File: config.mk
export PLATFORM = sky130hd
export DESIGN_NAME = tester_run_sequencer_flat
export DESIGN_NICKNAME = d
export VERILOG_FILES = /design/src/rtl/tester_run_sequencer_if.sv /design/src/rtl/tester_run_sequencer.sv /design/src/flat_wrapper.sv
export SDC_FILE = /design/constraint.sdc
export NUM_CORES = 1
export LEC_CHECK = 0
export ABC_AREA = 0
export CORE_AREA = 5 5 169 171
export DETAILED_ROUTE_END_ITERATION = 12
export DIE_AREA = 0 0 174 176
export GPL_TIMING_DRIVEN = 1
export PLACE_DENSITY = 0.74
export SLEW_MARGIN = 20
export SYNTH_ARGS = -nofsm -noshare
export SYNTH_HDL_FRONTEND = slang
export SYNTH_SLANG_ARGS = --single-unit
File: constraint.sdc
create_clock -name clk -period 3.3 [get_ports clk]
set_input_delay 0.66 -clock clk [delete_from_list [all_inputs] [get_ports clk]]
set_output_delay 0.66 -clock clk [all_outputs]
set_load 0.005 [all_outputs]
File: src/rtl/tester_run_sequencer_if.sv
// Bundle of the command, status and generator-facing signals of the run sequencer.
// The master side is the control/register block together with the generators.
// The slave side is the sequencer itself.
interface tester_run_sequencer_if #(
    parameter int NUM_PORTS = 4,
    parameter int DUR_WIDTH = 32,
    parameter int CNT_WIDTH = 32
);
    logic                           cmd_start;
    logic                           cmd_abort;
    logic [NUM_PORTS-1:0]           cmd_port_mask;
    logic [DUR_WIDTH-1:0]           cmd_duration;
    logic [NUM_PORTS-1:0]           gen_ready;
    logic [NUM_PORTS-1:0]           tx_last_fire;
    logic                           gen_rst;
    logic [NUM_PORTS-1:0]           gen_start;
    logic [NUM_PORTS-1:0]           gen_stop;
    logic                           busy;
    logic                           done;
    logic                           cmd_err;
    logic                           timed_out;
    logic                           aborted;
    logic [DUR_WIDTH-1:0]           elapsed;
    logic [NUM_PORTS*CNT_WIDTH-1:0] frame_count;
    logic [2:0]                     dbg_state;

    modport master (
        output cmd_start, cmd_abort, cmd_port_mask, cmd_duration, gen_ready, tx_last_fire,
        input  gen_rst, gen_start, gen_stop, busy, done, cmd_err, timed_out, aborted,
               elapsed, frame_count, dbg_state
    );

    modport slave (
        input  cmd_start, cmd_abort, cmd_port_mask, cmd_duration, gen_ready, tx_last_fire,
        output gen_rst, gen_start, gen_stop, busy, done, cmd_err, timed_out, aborted,
               elapsed, frame_count, dbg_state
    );
endinterface

File: src/rtl/tester_run_sequencer.sv
// Sequences one timed test run across NUM_PORTS frame generators and counts frames per port.
//
// Handshake: cmd_start is a request qualified by busy. It is taken only while busy is low,
// and the mask and duration are captured on that same cycle. A request that arrives while
// busy is high is dropped, not queued. gen_start and gen_stop are one-cycle pulses with no
// back-pressure. gen_ready acts as a per-port level that the sequencer polls.
module tester_run_sequencer #(
    parameter int NUM_PORTS      = 4,
    parameter int DUR_WIDTH      = 32,
    parameter int CNT_WIDTH      = 32,
    parameter int GEN_RST_CYCLES = 4,
    parameter int TIMEOUT_CYCLES = 1024
) (
    input logic                    clk,
    input logic                    rst,
    tester_run_sequencer_if.slave  bus
);
    localparam int RST_W = $clog2(GEN_RST_CYCLES + 1);
    localparam int TMO_W = $clog2(TIMEOUT_CYCLES + 1);
    localparam logic [RST_W-1:0]     RST_LAST = RST_W'(GEN_RST_CYCLES - 1);
    localparam logic [RST_W-1:0]     RST_ONE  = RST_W'(1);
    localparam logic [TMO_W-1:0]     TMO_LAST = TMO_W'(TIMEOUT_CYCLES - 1);
    localparam logic [TMO_W-1:0]     TMO_ONE  = TMO_W'(1);
    localparam logic [DUR_WIDTH-1:0] DUR_ONE  = DUR_WIDTH'(1);
    localparam logic [DUR_WIDTH-1:0] DUR_MAX  = '1;
    localparam logic [CNT_WIDTH-1:0] CNT_ONE  = CNT_WIDTH'(1);
    localparam logic [CNT_WIDTH-1:0] CNT_MAX  = '1;

    typedef enum logic [2:0] {
        S_IDLE, S_GEN_RST, S_WAIT_RDY, S_START, S_RUN, S_STOP, S_DRAIN, S_DONE
    } state_t;

    state_t               state_q, state_d;
    logic                 abort_set, timeout_set;
    logic [NUM_PORTS-1:0] mask_q;
    logic [DUR_WIDTH-1:0] dur_q, run_cnt_q, elapsed_q;
    logic [RST_W-1:0]     rst_cnt_q;
    logic [TMO_W-1:0]     tmo_cnt_q;
    logic [CNT_WIDTH-1:0] frame_cnt_q [NUM_PORTS];
    logic                 timed_out_q, aborted_q, cmd_err_q;
    logic                 all_rdy, accept, counting;

    // A port that is masked out never holds up the run.
    assign all_rdy  = &(bus.gen_ready | ~mask_q);
    assign accept   = (state_q == S_IDLE) && bus.cmd_start && (bus.cmd_port_mask != '0);
    assign counting = (state_q == S_START) || (state_q == S_RUN) ||
                      (state_q == S_STOP)  || (state_q == S_DRAIN);

    // State register.
    always_ff @(posedge clk) begin
        if (rst) state_q <= S_IDLE;
        else     state_q <= state_d;
    end

    // Next-state logic, plus the abort and timeout events that are recorded in the status bits.
    always_comb begin
        state_d     = state_q;
        abort_set   = 1'b0;
        timeout_set = 1'b0;
        case (state_q)
            S_IDLE:     if (accept) state_d = S_GEN_RST;
            S_GEN_RST: begin
                if (bus.cmd_abort) begin
                    state_d   = S_DONE;
                    abort_set = 1'b1;
                end else if (rst_cnt_q == RST_LAST) begin
                    state_d = S_WAIT_RDY;
                end
            end
            S_WAIT_RDY: begin
                if (bus.cmd_abort) begin
                    state_d   = S_DONE;
                    abort_set = 1'b1;
                end else if (all_rdy) begin
                    state_d = S_START;
                end else if (tmo_cnt_q == TMO_LAST) begin
                    state_d     = S_DONE;
                    timeout_set = 1'b1;
                end
            end
            S_START:    state_d = S_RUN;
            S_RUN: begin
                // When abort and expiry coincide, the run is reported as aborted.
                if (bus.cmd_abort) begin
                    state_d   = S_STOP;
                    abort_set = 1'b1;
                end else if (run_cnt_q == (dur_q - DUR_ONE)) begin
                    state_d = S_STOP;
                end
            end
            S_STOP:     state_d = S_DRAIN;
            S_DRAIN: begin
                // On the first DRAIN cycle, ready still reflects the state before the stop
                // pulse, so the check is skipped for that cycle.
                if ((tmo_cnt_q != '0) && all_rdy) begin
                    state_d = S_DONE;
                end else if (tmo_cnt_q == TMO_LAST) begin
                    state_d     = S_DONE;
                    timeout_set = 1'b1;
                end
            end
            S_DONE:     state_d = S_IDLE;
            default:    state_d = S_IDLE;
        endcase
    end

    // Run parameters, phase counters, status bits and per-port frame counters.
    always_ff @(posedge clk) begin
        if (rst) begin
            mask_q      <= '0;
            dur_q       <= DUR_ONE;
            run_cnt_q   <= '0;
            elapsed_q   <= '0;
            rst_cnt_q   <= '0;
            tmo_cnt_q   <= '0;
            timed_out_q <= 1'b0;
            aborted_q   <= 1'b0;
            cmd_err_q   <= 1'b0;
            for (int i = 0; i < NUM_PORTS; i++) frame_cnt_q[i] <= '0;
        end else begin
            cmd_err_q <= (state_q == S_IDLE) && bus.cmd_start && (bus.cmd_port_mask == '0);
            rst_cnt_q <= (state_q == S_GEN_RST) ? rst_cnt_q + RST_ONE : '0;
            run_cnt_q <= (state_q == S_RUN && state_d == S_RUN) ? run_cnt_q + DUR_ONE : '0;
            tmo_cnt_q <= ((state_q == S_WAIT_RDY || state_q == S_DRAIN) && state_d == state_q)
                         ? tmo_cnt_q + TMO_ONE : '0;
            if (timeout_set) timed_out_q <= 1'b1;
            if (abort_set)   aborted_q   <= 1'b1;
            if (accept) begin
                mask_q      <= bus.cmd_port_mask;
                dur_q       <= (bus.cmd_duration == '0) ? DUR_ONE : bus.cmd_duration;
                elapsed_q   <= '0;
                timed_out_q <= 1'b0;
                aborted_q   <= 1'b0;
                for (int i = 0; i < NUM_PORTS; i++) frame_cnt_q[i] <= '0;
            end else begin
                // The abort cycle itself is not counted as run time.
                if (state_q == S_RUN && !bus.cmd_abort && elapsed_q != DUR_MAX)
                    elapsed_q <= elapsed_q + DUR_ONE;
                for (int i = 0; i < NUM_PORTS; i++) begin
                    if (counting && bus.tx_last_fire[i] && mask_q[i] && frame_cnt_q[i] != CNT_MAX)
                        frame_cnt_q[i] <= frame_cnt_q[i] + CNT_ONE;
                end
            end
        end
    end

    assign bus.gen_rst   = rst | (state_q == S_GEN_RST);
    assign bus.gen_start = (state_q == S_START) ? mask_q : '0;
    assign bus.gen_stop  = (state_q == S_STOP)  ? mask_q : '0;
    assign bus.busy      = (state_q != S_IDLE);
    assign bus.done      = (state_q == S_DONE);
    assign bus.cmd_err   = cmd_err_q;
    assign bus.timed_out = timed_out_q;
    assign bus.aborted   = aborted_q;
    assign bus.elapsed   = elapsed_q;
    assign bus.dbg_state = state_q;

    for (genvar g = 0; g < NUM_PORTS; g++) begin : g_fc
        assign bus.frame_count[g*CNT_WIDTH +: CNT_WIDTH] = frame_cnt_q[g];
    end
endmodule

File: src/flat_wrapper.sv
// flat-port wrapper written by rule: the top's interface ports become plain ports
module tester_run_sequencer_flat 
#(
    parameter int NUM_PORTS      = 4,
    parameter int DUR_WIDTH      = 32,
    parameter int CNT_WIDTH      = 32,
    parameter int GEN_RST_CYCLES = 4,
    parameter int TIMEOUT_CYCLES = 1024
)
  (clk, rst, bus_cmd_start, bus_cmd_abort, bus_cmd_port_mask, bus_cmd_duration, bus_gen_ready, bus_tx_last_fire, bus_gen_rst, bus_gen_start, bus_gen_stop, bus_busy, bus_done, bus_cmd_err, bus_timed_out, bus_aborted, bus_elapsed, bus_frame_count, bus_dbg_state);
  tester_run_sequencer_if #(.NUM_PORTS(NUM_PORTS), .DUR_WIDTH(DUR_WIDTH), .CNT_WIDTH(CNT_WIDTH)) bus_i ();
  input logic clk;
  input logic rst;
  input wire logic [$bits(bus_i.cmd_start)-1:0] bus_cmd_start;
  input wire logic [$bits(bus_i.cmd_abort)-1:0] bus_cmd_abort;
  input wire logic [$bits(bus_i.cmd_port_mask)-1:0] bus_cmd_port_mask;
  input wire logic [$bits(bus_i.cmd_duration)-1:0] bus_cmd_duration;
  input wire logic [$bits(bus_i.gen_ready)-1:0] bus_gen_ready;
  input wire logic [$bits(bus_i.tx_last_fire)-1:0] bus_tx_last_fire;
  output wire logic [$bits(bus_i.gen_rst)-1:0] bus_gen_rst;
  output wire logic [$bits(bus_i.gen_start)-1:0] bus_gen_start;
  output wire logic [$bits(bus_i.gen_stop)-1:0] bus_gen_stop;
  output wire logic [$bits(bus_i.busy)-1:0] bus_busy;
  output wire logic [$bits(bus_i.done)-1:0] bus_done;
  output wire logic [$bits(bus_i.cmd_err)-1:0] bus_cmd_err;
  output wire logic [$bits(bus_i.timed_out)-1:0] bus_timed_out;
  output wire logic [$bits(bus_i.aborted)-1:0] bus_aborted;
  output wire logic [$bits(bus_i.elapsed)-1:0] bus_elapsed;
  output wire logic [$bits(bus_i.frame_count)-1:0] bus_frame_count;
  output wire logic [$bits(bus_i.dbg_state)-1:0] bus_dbg_state;
  assign bus_i.cmd_start = bus_cmd_start;
  assign bus_i.cmd_abort = bus_cmd_abort;
  assign bus_i.cmd_port_mask = bus_cmd_port_mask;
  assign bus_i.cmd_duration = bus_cmd_duration;
  assign bus_i.gen_ready = bus_gen_ready;
  assign bus_i.tx_last_fire = bus_tx_last_fire;
  assign bus_gen_rst = bus_i.gen_rst;
  assign bus_gen_start = bus_i.gen_start;
  assign bus_gen_stop = bus_i.gen_stop;
  assign bus_busy = bus_i.busy;
  assign bus_done = bus_i.done;
  assign bus_cmd_err = bus_i.cmd_err;
  assign bus_timed_out = bus_i.timed_out;
  assign bus_aborted = bus_i.aborted;
  assign bus_elapsed = bus_i.elapsed;
  assign bus_frame_count = bus_i.frame_count;
  assign bus_dbg_state = bus_i.dbg_state;
  tester_run_sequencer #(.NUM_PORTS(NUM_PORTS), .DUR_WIDTH(DUR_WIDTH), .CNT_WIDTH(CNT_WIDTH), .GEN_RST_CYCLES(GEN_RST_CYCLES), .TIMEOUT_CYCLES(TIMEOUT_CYCLES)) u_core (.clk(clk), .rst(rst), .bus(bus_i));
endmodule
* Yosys cells after proc, flatten, opt, wreduce, memory -nomap -nowiden
Memory sizes are Yosys's and may differ from the RTL's.
Cells that the tools add are included.
** Word-level totals
- Word-level logic and storage cells :: 137
- Memories :: 1
- Register bits :: 120
- Memory bits (writable) :: 128
- Output and inout port bits :: 177
- Bits of input ports :: 48
** Operators by class
- Bitwise logic cells :: 14
- Reductions and logical operators :: 37
- Multiplexer cells :: 49
- Add/sub/neg operators :: 9
- Equal/unequal tests :: 17
** Memory list
- u_core.frame_cnt_q :: depth 4, width 32, rd ports 4, clocked after Yosys merged registers in 0, write ports 4, RTL line tester_run_sequencer.sv:39 : logic [CNT_WIDTH-1:0] frame_cnt_q [NUM_PORTS];
** Operators by type and width (count)
- 2-to-1 mux 32 bit :: 9
- adder 32 x 1 -> 32 bit, second input constant :: 6
- inequality test 32 bit, second input constant :: 5
- equality test 32 bit :: 1
- zero test 32 bit :: 1
- subtractor 32 x 1 -> 32 bit, second input constant :: 1
- 2-to-1 mux 1 bit :: 27
- 2-to-1 mux 3 bit :: 9
- one-hot mux 3 bit (8 select lines) :: 1
- logical AND 1 bit :: 20
- equality test 3 bit, second input constant :: 5
- adder 11 x 1 -> 11 bit, second input constant :: 1
- equality test 11 x 10 -> 1 bit, second input constant :: 1
- nonzero test 11 bit :: 1
- equality test 3 x 2 -> 1 bit, second input constant :: 3
- OR 1 bit :: 9
- 2-to-1 mux 4 bit :: 2
- OR reduction 2 bit :: 4
- zero test 4 bit :: 1
- logical OR 1 bit :: 4
- NOT 4 bit :: 1
- OR 4 bit :: 1
- AND reduction 4 bit :: 1
- nonzero test 4 bit :: 1
- other kinds (9) :: 11

* Depth between registers and ports, before layout
Gate-level depths: netlist (run 1).
- Depth after elaboration :: 12
- Gate-level depth with buffers :: 11
- Depth with buffers taken out :: 10

* Worst setup path before layout (run 1)
Ideal clock, no wire load.
- Path kind :: reg-to-reg
- Start :: register u_core.dur_q[4]
- End :: register u_core.run_cnt_q[1]
- Cell stages (with the launch flop) :: 11
- Data required time :: 3185 ps
- Slack :: -74 ps
- Clock period less this slack :: 3374 ps
- Setup time :: 115 ps
- Data arrival time :: 3258 ps
- Buffers on the path :: 2
- Path through :: dfxtp_1 > buf_6 > or4_4 > or4_1 > buf_2 > or4_1 > a21oi_1 > o211ai_1 > or4b_4 > or2_1 > and3_1
** Between the ends
- Longest elaborated chain between the ends :: 9
** RTL lines
- from (decl) :: RTL line tester_run_sequencer.sv:36 : logic [DUR_WIDTH-1:0] dur_q, run_cnt_q, elapsed_q;
- from (signal assigned) :: RTL line tester_run_sequencer.sv:130 : dur_q <= (bus.cmd_duration == '0) ? DUR_ONE : bus.cmd_duration;
- subtractor 32 x 1 -> 32 bit :: RTL line tester_run_sequencer.sv:87 : end else if (run_cnt_q == (dur_q - DUR_ONE)) begin
- equality test 32 bit :: RTL line tester_run_sequencer.sv:87
- 2-to-1 mux 3 bit :: RTL line tester_run_sequencer.sv:87
- 2-to-1 mux 3 bit :: RTL line tester_run_sequencer.sv:84 : if (bus.cmd_abort) begin
- one-hot mux 3 bit (8 select lines) :: RTL line tester_run_sequencer.sv:60 : case (state_q)
- equality test 3 bit :: RTL line tester_run_sequencer.sv:123 : run_cnt_q <= (state_q == S_RUN && state_d == S_RUN) ? run_cnt_q + DUR_ONE : '0;
- logical AND 1 bit :: RTL line tester_run_sequencer.sv:123
- NOT 1 bit (no source line)
- OR reduction 2 bit (no source line)
- to (signal assigned) :: RTL line tester_run_sequencer.sv:123
- to (decl) :: RTL line tester_run_sequencer.sv:36
No other way between the ends.
A chain may end at the register's enable or synchronous reset.

* Final worst setup path (run 1)
- Start :: register u_core.dur_q[8]
- End :: register u_core.run_cnt_q[6]
The elaborated chain is that of the path after synthesis.

==> results.cfg, run 1 <==
[worst_setup_path]
path_class = register to register
cp.required_ps = 3720
critPathCaptureType = register
worstPathMaxFanout = 31
cp-start-kind = register
cp.arrival_ps = 3750

[cells_and_area]
nets = 1728
post-route-util_pct = 62.2
layout-drive-gt1-share_pct = 7.98
final_cell_mix = nor2_1 (263), clkdlybuf4s50_1 (224), dfxtp_1 (151), xor2_1 (122), nand2_1 (112)
fillCellCount = 2262
design_area_mm2 = 0.0166
final_common_cell = nor2_1
area_delta_synth_final_pct = 31.2

[clocking]
worstSkewPairLatency_ps = 540
post_cts_buffers = 0
tritoncts = built
cts_sinks = 248
h-tree-depth = 1
cts_root_buf = clkbuf_16
cts_made_buffers = 28
clockBufferDepth = 3
clk_pin_slew_ps = 60
ctsHoldBuffers = 0

[drt]
vias = 11200
wl_per_cell_um = 16.6
wirelength_um = 33700
drt-pass1-iter-count = 5
via_per_inst = 5.53
drt_iter0_drc = 866
drc_errors = 0
drt.antenna.violating_nets = 0

[pwr]
p_leak_nw = 5.77
power_density_mw_per_mm2 = 493
ir_drop_uv = 335

[floorplan]
num_rows = 60
core_mm2 = 0.0267
chipWidth_um = 174
dieArea_mm2 = 0.0306
initial_core_util_pct = 47.4
die_h_um = 176
pin_count = 225

[worst_hold_path]
hold_class = register to register

[status]
status = complete, but fails checks
violations = negative setup slack

[synth]
synth_top_area_share_pct = 24.0
synth_nets = 1465
yosys.cell_types.count = 65
synth_edf_count = 96
syn_area_mm2 = 0.0127
yosysSeqAreaShare_pct = 46.7
syn_avg_cell_area_um2 = 9.02
async_flop_share_pct = 0
synth_top_cell_by_area = dfxtp_1
synthFlopType = dfxtp_1
yosysWarnings = 0
synth_seq_cells = 248
syn_inst = 1406
synthTopCellsByArea = dfxtp_1 (24%), edfxtp_1 (23%), xor2_1 (8.4%)

[timing]
fin_skew_ps = 9.46
finalCritPeriodShare_pct = 101
setup_ws_ps = -24.6
setup_viol = 30
drv_slew = 0
relSlewSlack_pct = 40.9
fmax_mhz = 301
tightest_slew_ps = 882
fin_setup_tns_ps = -295
grt_setup_unrepaired = true
period_needed_ps = 3320
hold_viol = 0

[placed_design]
io_buffers = 224
gp_congestion = 0.925
dp_hpwl_um = 24700
placed_area_mm2 = 0.0157

[global_route]
grt_overflow = 0
grt_first_pass_wirelength_um = 54800
first_global_vias = 10700
grt_max_degree = 66
antenna_found_initial = 1
track_usage_pct = 21.1

[job]
cap_violations = 0
[final cells by class]
| type | count | area [µm²] | share of cell area [%] |
|---|---|---|---|
| multi-input cells | 1069 | 6460 | 38.8 |
| flip-flops and latches | 248 | 5930 | 35.6 |
| repair buffers | 287 | 2770 | 16.6 |
| clock buffers | 43 | 850 | 5.11 |
| well taps | 341 | 427 | 2.57 |
| inverters | 35 | 131 | 0.790 |
| clock inverters | 9 | 72.6 | 0.436 |
| diodes | 1 | 2.50 | 0.0150 |
[state kept, by name, summed over array words and instances (netlist names)]
signal                count
u_core.frame_cnt_q      128
u_core.bus.elapsed       32
u_core.dur_q             32
u_core.run_cnt_q         32
u_core.tmo_cnt_q         11
u_core.mask_q             4
u_core.bus.dbg_state      3
u_core.rst_cnt_q          3
u_core.bus.aborted        1
u_core.bus.cmd_err        1
u_core.bus.timed_out      1
[synthesized netlist by cell type, types with 2 or more instances]
cell type and n:
nor3b_1 4, a211oi_1 4, or2_2 2, mux2i_1 6, and2_1 9, nor3_1 35, a2111oi_0 2, clkbuf_1 44
and4_1 13, a21boi_0 2, o41ai_1 2, nand2_1 115, or3_1 29, a22o_1 28, nand2b_1 6, o311ai_0 3
a21o_1 4, nor4_1 30, a22oi_1 5, ha_1 11, o21ai_0 26, nor2_1 264, nand3b_1 3, nor4b_1 2
o211ai_1 3, a31o_2 2, buf_1 4, and3_1 40, a21oi_1 32, buf_6 4, nand4_1 40, inv_1 35
a221oi_1 2, buf_2 2, o31ai_1 3, nand3_1 87, or4_1 13, xnor2_1 86, o21ba_2 2, dfxtp_1 152
xor2_1 122, edfxtp_1 96, nor2b_1 10
[report_power, final]
part	total [W]	leakage, nW	internal (W)	switching, W
Sequential	0.00368	2.26	0.00342	0.000257
Clock	0.00307	0.459	0.00184	0.00123
Combinational	0.00145	3.05	0.000758	0.000696
[critical path, cell delays in order (launching register included)]
cell	delay (ps)
dfxtp_2	320
or4_4	530
or4_4	580
or4_4	510
xnor2_2	160
o2111ai_1	120
or4b_4	540
o21ai_4	180
buf_12	200
nor2_1	70
[per-layer routing]
metal	GRT usage (%)	wire length, µm
met3	5.12	2630
met4	5.74	820
met5	0	0
met2	33.4	14900
met1	29.3	15400
[stage by stage]
step                      cells  power [W]  setup WS [ps]  hold slack [ps]
after floorplan            1406    0.00439           2.43              399
after global placement     1980    0.00514           -231              408
after detailed placement   1980    0.00516           -279              414
after CTS                  2032    0.00826          -37.5              422
after global routing       2033    0.00855           -119              457
final                      2033    0.00820          -24.6              419
[cells by family (layout without fill, tap and decap cells)]
| logic type | after synthesis | in the layout | synth area share (%) |
|---|---|---|---|
| simple gates | 709 | 709 | 27.0 |
| flops | 248 | 248 | 46.7 |
| xor+xnor | 208 | 208 | 14.4 |
| compound gates | 135 | 135 | 7.49 |
| buf+inv | 89 | 374 | 2.89 |
| fa+ha+maj | 11 | 11 | 1.09 |
| mux | 6 | 6 | 0.474 |
| other cells | 0 | 1 | 0 |
[final timing paths]
check | endpoint | start | cells after the start | slack (ps)
setup / recovery | u_core.run_cnt_q[6] | u_core.dur_q[8] | 9 | -20
hold / removal | u_core.rst_cnt_q[0] | u_core.rst_cnt_q[0] | 1 | 420
setup reg to reg | u_core.run_cnt_q[6] | u_core.dur_q[8] | 9 | -20
hold reg to reg | u_core.rst_cnt_q[0] | u_core.rst_cnt_q[0] | 1 | 420
[what timing repair did]
| action | in CTS | in global routing |
|---|---|---|
| endpoints found under the setup margin | 32 | 33 |
| gates resized for setup | 5 | 3 |
| pin swaps | 1 | 0 |
| cloned | 0 | 0 |
(Power assumes the default switching activity.)
==> run 2, diff against run 1 <==
Settings changed: ABC_CLOCK_PERIOD_IN_PS set to 3300, SETUP_SLACK_MARGIN set to 0.2.
==> results.cfg, run 2 (synthesized netlist as in run 1, its figures left out) <==
[timing]
finalCritPeriodShare_pct = 101
tightest_slew_ps = 898
hold_viol = 0
period_needed_ps = 3330
relSlewSlack_pct = 39.6
fmax_mhz = 300
drv_slew = 0
setup_ws_ps = -30.8
fin_skew_ps = 12.1
setup_viol = 32
grt_setup_unrepaired = true

[drt]
wl_per_cell_um = 16.6
drc_errors = 0
vias = 11200
via_per_inst = 5.47
drt.antenna.violating_nets = 0
drt_iter0_drc = 821
drt-pass1-iter-count = 5
wirelength_um = 33800

[worst_setup_path]
worstPathMaxFanout = 11
critPathCapture = u_core.run_cnt_q[17]
cp-start-kind = register
cp.arrival_ps = 3750
reg2reg_to = u_core.run_cnt_q[17]
worstRegToRegCells = 9
path_class = register to register
rrSetupSlack_ps = -30
regToRegStartpoint = u_core.dur_q[7]
critPathCaptureType = register
startpoint = u_core.dur_q[7]
cp.required_ps = 3720

[global_route]
grt_use_met1_pct = 27.8
grt_first_pass_wirelength_um = 55300
first_global_vias = 10800
grt_max_degree = 54
use_met3_pct = 5.61
grt-busiest-layer = met2
gr-usage-met2_pct = 35.3
track_usage_pct = 21.2
antenna_found_initial = 3
grt_overflow = 0

[floorplan]
die_h_um = 176
num_rows = 60
pin_count = 225
dieArea_mm2 = 0.0306
core_mm2 = 0.0267
chipWidth_um = 174
initial_core_util_pct = 47.4

[cells_and_area]
fillCellCount = 2280
area_delta_synth_final_pct = 32.6
ff_latch_area_mm2 = 0.00593
final_common_cell = nor2_1
largest_register = u_core.frame_cnt_q
layout-drive-gt1-share_pct = 9.82
final_cell_mix = nor2_1 (256), clkdlybuf4s50_1 (224), dfxtp_1 (148), xor2_1 (122), nand2_1 (111)
post-route-util_pct = 62.9
largest_reg_flops = 128
nets = 1740
multi_input_area_mm2 = 0.00652
num_antenna_cells = 0

[worst_hold_path]
hold_class = register to register

[clocking]
cts_root_buf = clkbuf_16
ctsHoldBuffers = 0
worstSkewPairLatency_ps = 520
clockBufferDepth = 3
h-tree-depth = 1
cts_made_buffers = 27
tritoncts = built
clk_pin_slew_ps = 60
cts_sinks = 248

[pwr]
p_total_w = 0.00830
p_leak_nw = 5.84
ir_drop_uv = 320
power_density_mw_per_mm2 = 494

[placed_design]
io_buffers = 224
gp_congestion = 0.912
dp_hpwl_um = 24800

[status]
violations = negative setup slack
status = complete, but fails checks

[job]
cap_violations = 0
-- run 2: cell types whose count changed in the layout (fill, tap and decap cells not counted), moves of 2 or more --
cell,delta
buf_6,+3
buf_4,+11
clkbuf_1,-6
dfxtp_2,+3
clkinv_4,+3
dfxtp_1,-3
nor2_2,+8
nor2_1,-7
clkinv_2,-2
clkbuf_16,+2
-- run 2: worst min-delay path by stage --
stage | from | end | slack, ps | cells after the start
finish | u_core.rst_cnt_q[0] | u_core.rst_cnt_q[0] | 440 | 1
detailed placement | u_core.rst_cnt_q[0] | u_core.rst_cnt_q[0] | 440 | 1
global route | u_core.rst_cnt_q[0] | u_core.rst_cnt_q[0] | 470 | 1
floorplan | u_core.rst_cnt_q[0] | u_core.rst_cnt_q[0] | 400 | 1
global placement | u_core.rst_cnt_q[0] | u_core.rst_cnt_q[0] | 410 | 1
CTS | u_core.rst_cnt_q[0] | u_core.rst_cnt_q[0] | 450 | 1
-- run 2: routing by layer --
layer	part of all wire [%]	vias up
met5	0.12	-
met3	7.6	65
met2	46	350
li1	-	5476
met4	2.4	6
met1	44	5271
-- run 2: what timing repair did --
action                                  in CTS  in global routing
gates cloned                                 0                  0
pin swaps                                    4                  0
setup buffers                                3                  0
endpoints found under the setup margin      37                 34
gates resized for setup                     14                 12
-- run 2: area by class of cell --
type | instances | area share, %
Clock buffer | 39 | 5.22
Clock inverter | 9 | 0.387
Multi-Input combinational cell | 1069 | 38.8
Sequential cell | 248 | 35.3
Tap cell | 341 | 2.54
Inverter | 35 | 0.782
Timing Repair Buffer | 300 | 17.0
-- run 2: metrics by stage --
stage | hold WS, ps | TNS [ps] | setup WS, ps | cells | instance area, µm²
final | 438 | -602 | -30.8 | 2041 | 16800
after global routing | 468 | -4210 | -165 | 2041 | 16800
after CTS | 449 | 0 | 2.11 | 2041 | 16800
after detailed placement | 439 | -4130 | -147 | 1990 | 15700
after global placement | 409 | -3380 | -119 | 1990 | 15700
after floorplan | 399 | 0 | 94.3 | 1406 | 12700
-- run 2: report_power, final --
group	switching (W)	internal [W]	total, W
Sequential	0.000273	0.00342	0.00369
Combinational	0.000712	0.000794	0.00151
Clock	0.00125	0.00185	0.00310
Total	0.00224	0.00606	0.00830
-- run 2: critical path, cell delays in order (launching register included) --
cell	delay, ps
dfxtp_2	320
or4_4	540
or4_4	590
or4_4	470
xnor2_4	180
o2111ai_2	150
or4b_4	540
o21ai_4	200
buf_6	170
nor2b_1	60
